`src/rtl/gate_exerciser_pkg.sv`:
```
// Shared types and constants for the gate exerciser family.
// State encoding, vector count and common truth tables.
package gate_lab_pkg;

  typedef enum logic [1:0] {
    IDLE   = 2'd0,
    RUN    = 2'd1,
    FINISH = 2'd2
  } state_e;

  localparam int VEC_COUNT = 4;

  localparam logic [1:0] LAST_VEC =
    2'(VEC_COUNT - 1);

  localparam logic [3:0] TRUTH_NOR  = 4'b0001;
  localparam logic [3:0] TRUTH_NAND = 4'b0111;
  localparam logic [3:0] TRUTH_AND  = 4'b1000;
  localparam logic [3:0] TRUTH_OR   = 4'b1110;

  // One-hot select of the fail_mask bit for a vector.
  function automatic logic [3:0] vec_bit(
    input logic [1:0] v
  );
    return 4'b0001 << v;
  endfunction

endpackage

```
`src/rtl/gate_exerciser_if.sv`:
```
// Bundle between the exerciser and its gate/host side.
// master: exerciser (drives a/b, status); slave: gate + host.
interface gate_exerciser_if;
  import gate_lab_pkg::*;

  logic                 start;
  logic                 dut_c;
  logic                 a_out;
  logic                 b_out;
  logic [1:0]           vec_idx;
  logic                 busy;
  logic                 done;
  logic                 pass;
  logic [VEC_COUNT-1:0] fail_mask;

  modport master (
    input  start,
    input  dut_c,
    output a_out,
    output b_out,
    output vec_idx,
    output busy,
    output done,
    output pass,
    output fail_mask
  );

  modport slave (
    output start,
    output dut_c,
    input  a_out,
    input  b_out,
    input  vec_idx,
    input  busy,
    input  done,
    input  pass,
    input  fail_mask
  );

endinterface

```
`src/rtl/hold_timer.sv`:
```
// Window timer: counts LIMIT cycles while en, reloads itself.
// Ports: clk, rst_n, clr (sync reload), en, tc (last-cycle pulse).
module hold_timer #(
  parameter int LIMIT = 100,
  parameter bit UP    = 1'b1
) (
  input  logic clk,
  input  logic rst_n,
  input  logic clr,
  input  logic en,
  output logic tc
);

  localparam int W = (LIMIT > 1) ? $clog2(LIMIT) : 1;

  localparam logic [W-1:0] LAST  = W'(LIMIT - 1);
  localparam logic [W-1:0] ZERO  = {W{1'b0}};
  localparam logic [W-1:0] FIRST = UP ? ZERO : LAST;
  localparam logic [W-1:0] TERM  = UP ? LAST : ZERO;

  logic [W-1:0] hold_cnt;

  // Terminal count doubles as the auto-reload request,
  // so the count never wraps inside a window.
  assign tc = en & (hold_cnt == TERM);

  always_ff @(posedge clk or negedge rst_n) begin
    if (!rst_n) begin
      hold_cnt <= FIRST;
    end else if (clr || tc) begin
      hold_cnt <= FIRST;
    end else if (en) begin
      if (UP) begin
        hold_cnt <= hold_cnt + 1'b1;
      end else begin
        hold_cnt <= hold_cnt - 1'b1;
      end
    end
  end

endmodule

```
`src/rtl/gate_exerciser.sv`:
```
// Steps a 2-input gate through 00,01,10,11 and checks its output.
// Ports: clk, rst_n, bus (start/dut_c in; a/b, vec_idx, status out).
module gate_exerciser
  import gate_lab_pkg::*;
#(
  parameter int         HOLD_CYCLES = 100,
  parameter logic [3:0] TRUTH       = TRUTH_NOR
) (
  input  logic              clk,
  input  logic              rst_n,
  gate_exerciser_if.master  bus
);

  state_e     state_q;
  state_e     state_d;
  logic [1:0] vec_q;
  logic [1:0] vec_d;
  logic       busy_q;
  logic       busy_d;
  logic       done_q;
  logic       done_d;
  logic       pass_q;
  logic       pass_d;
  logic [3:0] mask_q;
  logic [3:0] mask_d;

  logic       win_end;
  logic       mismatch;
  logic [3:0] mask_eval;

  hold_timer #(
    .LIMIT (HOLD_CYCLES),
    .UP    (1'b1)
  ) u_timer (
    .clk   (clk),
    .rst_n (rst_n),
    .clr   (state_q != RUN),
    .en    (state_q == RUN),
    .tc    (win_end)
  );

  // The last vector's mismatch has to reach pass on the
  // same edge, so the merged mask is formed up front.
  assign mismatch  = bus.dut_c ^ TRUTH[vec_q];
  assign mask_eval = mask_q |
    (mismatch ? vec_bit(vec_q) : 4'b0000);

  always_comb begin
    state_d = state_q;
    vec_d   = vec_q;
    busy_d  = busy_q;
    done_d  = 1'b0;
    pass_d  = pass_q;
    mask_d  = mask_q;
    unique case (state_q)
      IDLE: begin
        busy_d = 1'b0;
        vec_d  = 2'd0;
        if (bus.start) begin
          state_d = RUN;
          busy_d  = 1'b1;
          pass_d  = 1'b0;
          mask_d  = 4'b0000;
        end
      end
      RUN: begin
        if (win_end) begin
          mask_d = mask_eval;
          if (vec_q == LAST_VEC) begin
            state_d = FINISH;
            busy_d  = 1'b0;
            done_d  = 1'b1;
            vec_d   = 2'd0;
            pass_d  = ~|mask_eval;
          end else begin
            vec_d = vec_q + 1'b1;
          end
        end
      end
      FINISH: begin
        state_d = IDLE;
      end
      default: begin
        state_d = IDLE;
        busy_d  = 1'b0;
        vec_d   = 2'd0;
      end
    endcase
  end

  always_ff @(posedge clk or negedge rst_n) begin
    if (!rst_n) begin
      state_q <= IDLE;
      vec_q   <= 2'd0;
      busy_q  <= 1'b0;
      done_q  <= 1'b0;
      pass_q  <= 1'b0;
      mask_q  <= 4'b0000;
    end else begin
      state_q <= state_d;
      vec_q   <= vec_d;
      busy_q  <= busy_d;
      done_q  <= done_d;
      pass_q  <= pass_d;
      mask_q  <= mask_d;
    end
  end

  assign bus.a_out     = vec_q[1];
  assign bus.b_out     = vec_q[0];
  assign bus.vec_idx   = vec_q;
  assign bus.busy      = busy_q;
  assign bus.done      = done_q;
  assign bus.pass      = pass_q;
  assign bus.fail_mask = mask_q;

endmodule

```
`src/flat_wrapper.sv`:
```
// flat-port wrapper written by rule: the top's interface ports become plain ports
module gate_exerciser_flat import gate_lab_pkg::*;
#(
  parameter int         HOLD_CYCLES = 100,
  parameter logic [3:0] TRUTH       = TRUTH_NOR
)
  (clk, rst_n, bus_start, bus_dut_c, bus_a_out, bus_b_out, bus_vec_idx, bus_busy, bus_done, bus_pass, bus_fail_mask);
  gate_exerciser_if bus_i ();
  input  logic clk;
  input  logic rst_n;
  input wire logic [$bits(bus_i.start)-1:0] bus_start;
  input wire logic [$bits(bus_i.dut_c)-1:0] bus_dut_c;
  output wire logic [$bits(bus_i.a_out)-1:0] bus_a_out;
  output wire logic [$bits(bus_i.b_out)-1:0] bus_b_out;
  output wire logic [$bits(bus_i.vec_idx)-1:0] bus_vec_idx;
  output wire logic [$bits(bus_i.busy)-1:0] bus_busy;
  output wire logic [$bits(bus_i.done)-1:0] bus_done;
  output wire logic [$bits(bus_i.pass)-1:0] bus_pass;
  output wire logic [$bits(bus_i.fail_mask)-1:0] bus_fail_mask;
  assign bus_i.start = bus_start;
  assign bus_i.dut_c = bus_dut_c;
  assign bus_a_out = bus_i.a_out;
  assign bus_b_out = bus_i.b_out;
  assign bus_vec_idx = bus_i.vec_idx;
  assign bus_busy = bus_i.busy;
  assign bus_done = bus_i.done;
  assign bus_pass = bus_i.pass;
  assign bus_fail_mask = bus_i.fail_mask;
  gate_exerciser #(.HOLD_CYCLES(HOLD_CYCLES), .TRUTH(TRUTH)) u_core (.clk(clk), .rst_n(rst_n), .bus(bus_i));
endmodule
```
`config.mk`:
```
export PLATFORM = sky130hd
export DESIGN_NAME = gate_exerciser_flat
export DESIGN_NICKNAME = d
export VERILOG_FILES = /design/src/rtl/gate_exerciser_pkg.sv /design/src/rtl/gate_exerciser_if.sv /design/src/rtl/hold_timer.sv /design/src/rtl/gate_exerciser.sv /design/src/flat_wrapper.sv
export SDC_FILE = /design/constraint.sdc
export NUM_CORES = 1
export LEC_CHECK = 0
export ABC_AREA = 1
export BUFFER_PORTS_ARGS = -buffer_cell sky130_fd_sc_hd__buf_2
export CORE_MARGIN = 3
export CORE_UTILIZATION = 45
export CTS_BUF_LIST = sky130_fd_sc_hd__clkbuf_2 sky130_fd_sc_hd__clkbuf_4 sky130_fd_sc_hd__clkbuf_8
export CTS_CLUSTER_DIAMETER = 60
export CTS_CLUSTER_SIZE = 24
export DETAILED_ROUTE_END_ITERATION = 6
export PLACE_DENSITY_LB_ADDON = 0.3
export SLEW_MARGIN = 30
export SYNTH_ARGS = -nofsm -noshare
export SYNTH_HDL_FRONTEND = slang
export SYNTH_SLANG_ARGS = --single-unit
```
`constraint.sdc`:
```
create_clock -name clk -period 2.36 [get_ports clk]
set_input_delay 0.118 -clock clk [delete_from_list [all_inputs] [get_ports clk]]
set_output_delay 0.118 -clock clk [all_outputs]
set_load 0.005 [all_outputs]
```
==> results.md <==
* Reg2reg setup slack at 740 ps
* Initial Util at 48.3%
* Netlist cell types at 16
* Critical R2R Capture: u_core.bus.pass$_DFFE_PN0P_
* Area share of the largest cell type after synthesis at 47.1%
* DR iter-0 viols at 12
* Worst Setup Start Kind: flop
* Max Fclk at 0.617 GHz
* Worst Tran Pin Value at 401 ps
* Number of antenna violations at the first check in global routing at 0
* Ant diodes at 0
* CP endpoint kind: flop
* Area contributors post-synth: dfrtp_1, nand2_1, ha_1
* Worst R2R Start: u_core.bus.vec_idx[0]$_DFFE_PN0P_
* TritonRoute pass-1 iters at 4
* Status: complete, no violations
* Post-Syn Nets at 127
* DR vias/cell at 4.77
* Leading cell type in the layout, fill and taps excluded: nand2_1
* Grt ovf at 0
* Post-DRT Antenna Nets at 0
* Core Area at 1980 µm²
* Setup TNS at 0 ps
* Sequential area share after synthesis at 47.1%
* WHS Path Cells at 3
* Yosys top cell by area: dfrtp_1
* H-tree levels at 1
* Worst-path clk slew at 100 ps
* Fin. Hold Viols at 0
* Setup violators final at 0
* Worst-Skew Late Latency at 290 ps
* Number of remaining DRC errors at 0
* Most frequent cells in the layout: nand2_1, nor2_1, dfrtp_1
* Worst Hold Class: in2reg
* Synth warnings at 0
* Fill cells at 186
* Mapped Area at 957 µm²
* Hpwl dp at 1300 µm
* RSZ-0062 raised after global routing: false
* Critical Path RT at 2600 ps
* Layout cells sized above 1 at 20.9%
* WP buf/inv at 2
* Die H at 52.1 µm
* R2R cell count at 9
* Worst EP arrival at 1860 ps
* IO buf count at 14
* Final net count at 145
* Total die area at 2720 µm²
* Number of CTS-inserted buffers at 3
* Top-Level Pins at 15
* PD cells at 470 nW/µm²
* Final worst path period share at 68.7%
* Final WL at 1720 µm
* Gp weighted congestion at 0.837
* Max VDD drop at 0.000353 V
* Leakage at 0.650 nW
* Critical path's slowest cell: dfrtp_1
* Worst-case clock buffer depth at 2
* Worst hold path startpoint: bus_start
* Max Cap Viol at 0
* Num rows at 16
* Vias in the first global route at 761
* Hold worst-path end: u_core.bus.busy$_DFFE_PN0P_
* Root Buffer: clkbuf_4
* Die width at 52.1 µm
* Crit path time final at 1620 ps
* Flops & latches, synth at 18
* Avg Cell Area, Syn at 8.18 µm²
* CTS sink cnt at 18
* Fin. max-slew vios at 0
* Largest net degree at the start of global routing at 19
* Hold WS at 233 ps
* Final Skew at 2.65 ps
* Crit-path max cell delay at 460 ps
* CP top delay family: adder cells
* Crit Path Category: reg2reg
* Crit-path cells: inv_1 -> ha_1 -> ha_1 -> inv_1 -> a21oi_1 -> nand3_1 -> nor2_1 -> nand2_1 -> nand2_1
* GRT Total Usage at 15.4%
* CTS tree: done
* First-pass GRT wire length at 3070 µm
* Wire length per cell at 10.7 µm
* Layout area overhead at 13.7%
* Rel. slew slack at 73.3%
* Total number of vias at 768
* Cells after synthesis at 117
* CP max FO at 6
## worst max-delay path by stage
stage / start / to / slack, ps / cells past startpoint
global placement: u_core.bus.vec_idx[0]$_DFFE_PN0P_ / u_core.bus.pass$_DFFE_PN0P_ / 870 / 9
floorplan: u_core.bus.vec_idx[0]$_DFFE_PN0P_ / u_core.bus.pass$_DFFE_PN0P_ / 900 / 9
finish: u_core.bus.vec_idx[0]$_DFFE_PN0P_ / u_core.bus.pass$_DFFE_PN0P_ / 740 / 9
global route: u_core.bus.vec_idx[0]$_DFFE_PN0P_ / u_core.bus.pass$_DFFE_PN0P_ / 560 / 9
CTS: u_core.bus.vec_idx[0]$_DFFE_PN0P_ / u_core.bus.pass$_DFFE_PN0P_ / 760 / 9
detailed placement: u_core.bus.vec_idx[0]$_DFFE_PN0P_ / u_core.bus.pass$_DFFE_PN0P_ / 760 / 9
## flip-flops by register name (all words and copies together) (netlist names)
| signal | cells |
|---|---|
| u_core.bus.busy | 1 |
| u_core.bus.done | 1 |
| u_core.bus.fail_mask | 4 |
| u_core.bus.pass | 1 |
| u_core.bus.vec_idx | 2 |
| u_core.state_q | 2 |
| u_core.u_timer.hold_cnt | 7 |
## cell type report
type                            instances  area (µm²)  share of cell area, %
Clock buffer                            4        36.3                   3.33
Inverter                               15        56.3                   5.17
Multi-Input combinational cell         81         424                   39.0
Sequential cell                        18         450                   41.4
Tap cell                               27        33.8                   3.10
Timing Repair Buffer                   16        87.6                   8.05
## metrics by stage
stage          worst slack [ps]  cells  util, %  power, W  area [µm²]
2_1_floorplan               896    117        -  0.000318         957
3_3_place_gp                871    156     52.6  0.000327        1040
3_5_place_dp                763    156     52.6  0.000327        1040
4_1_cts                     757    161     54.9  0.000521        1090
5_1_grt                     564    161     54.9  0.000538        1090
6_report                    739    161     54.9  0.000511        1090
## logic make-up after synthesis
family / synth area share [%]
AOI/OAI and AO/OA: 3.53
and+or+nand+nor: 32.9
adders and majority gates: 7.84
DFF: 47.1
buffers and inverters: 8.63
## power by group
group          internal, W  leakage (nW)  switching [W]
Sequential        0.000308         0.227              0
Combinational   0.00000448         0.403     0.00000875
Clock            0.0000940        0.0210      0.0000959
Total             0.000407         0.650       0.000105
## synth_stat cells
cell and n:
nor2_1 19, inv_1 14, nor2_4 1, buf_4 2
a21oi_1 5, a31o_2 1, dfrtp_1 18, inv_2 1
nand2_4 1, buf_6 1, nand3_2 2, nand3_1 13
nand2_1 28, ha_1 6, nand2_2 3, nand4_1 2
## worst min-delay path, stage by stage
cell	delay [ps]
buf_2	80
nand2_1	180
nand2_1	120
## repair_timing
action	CTS	global route
hold buffers	1	0
setup buffers	0	0
hold endpoints to repair	18	0
gates resized for setup	0	0
## metal layers
| layer | GRT usage (%) | up-vias | routed length [µm] |
|---|---|---|---|
| li1 | - | 402 | - |
| met2 | 24.7 | 8 | 857 |
| met4 | 10.5 | 0 | 25 |
| met5 | 0 | - | 0 |
| met1 | 18.1 | 354 | 778 |
| met3 | 3.44 | 4 | 59 |
(Power assumes the default switching activity.)
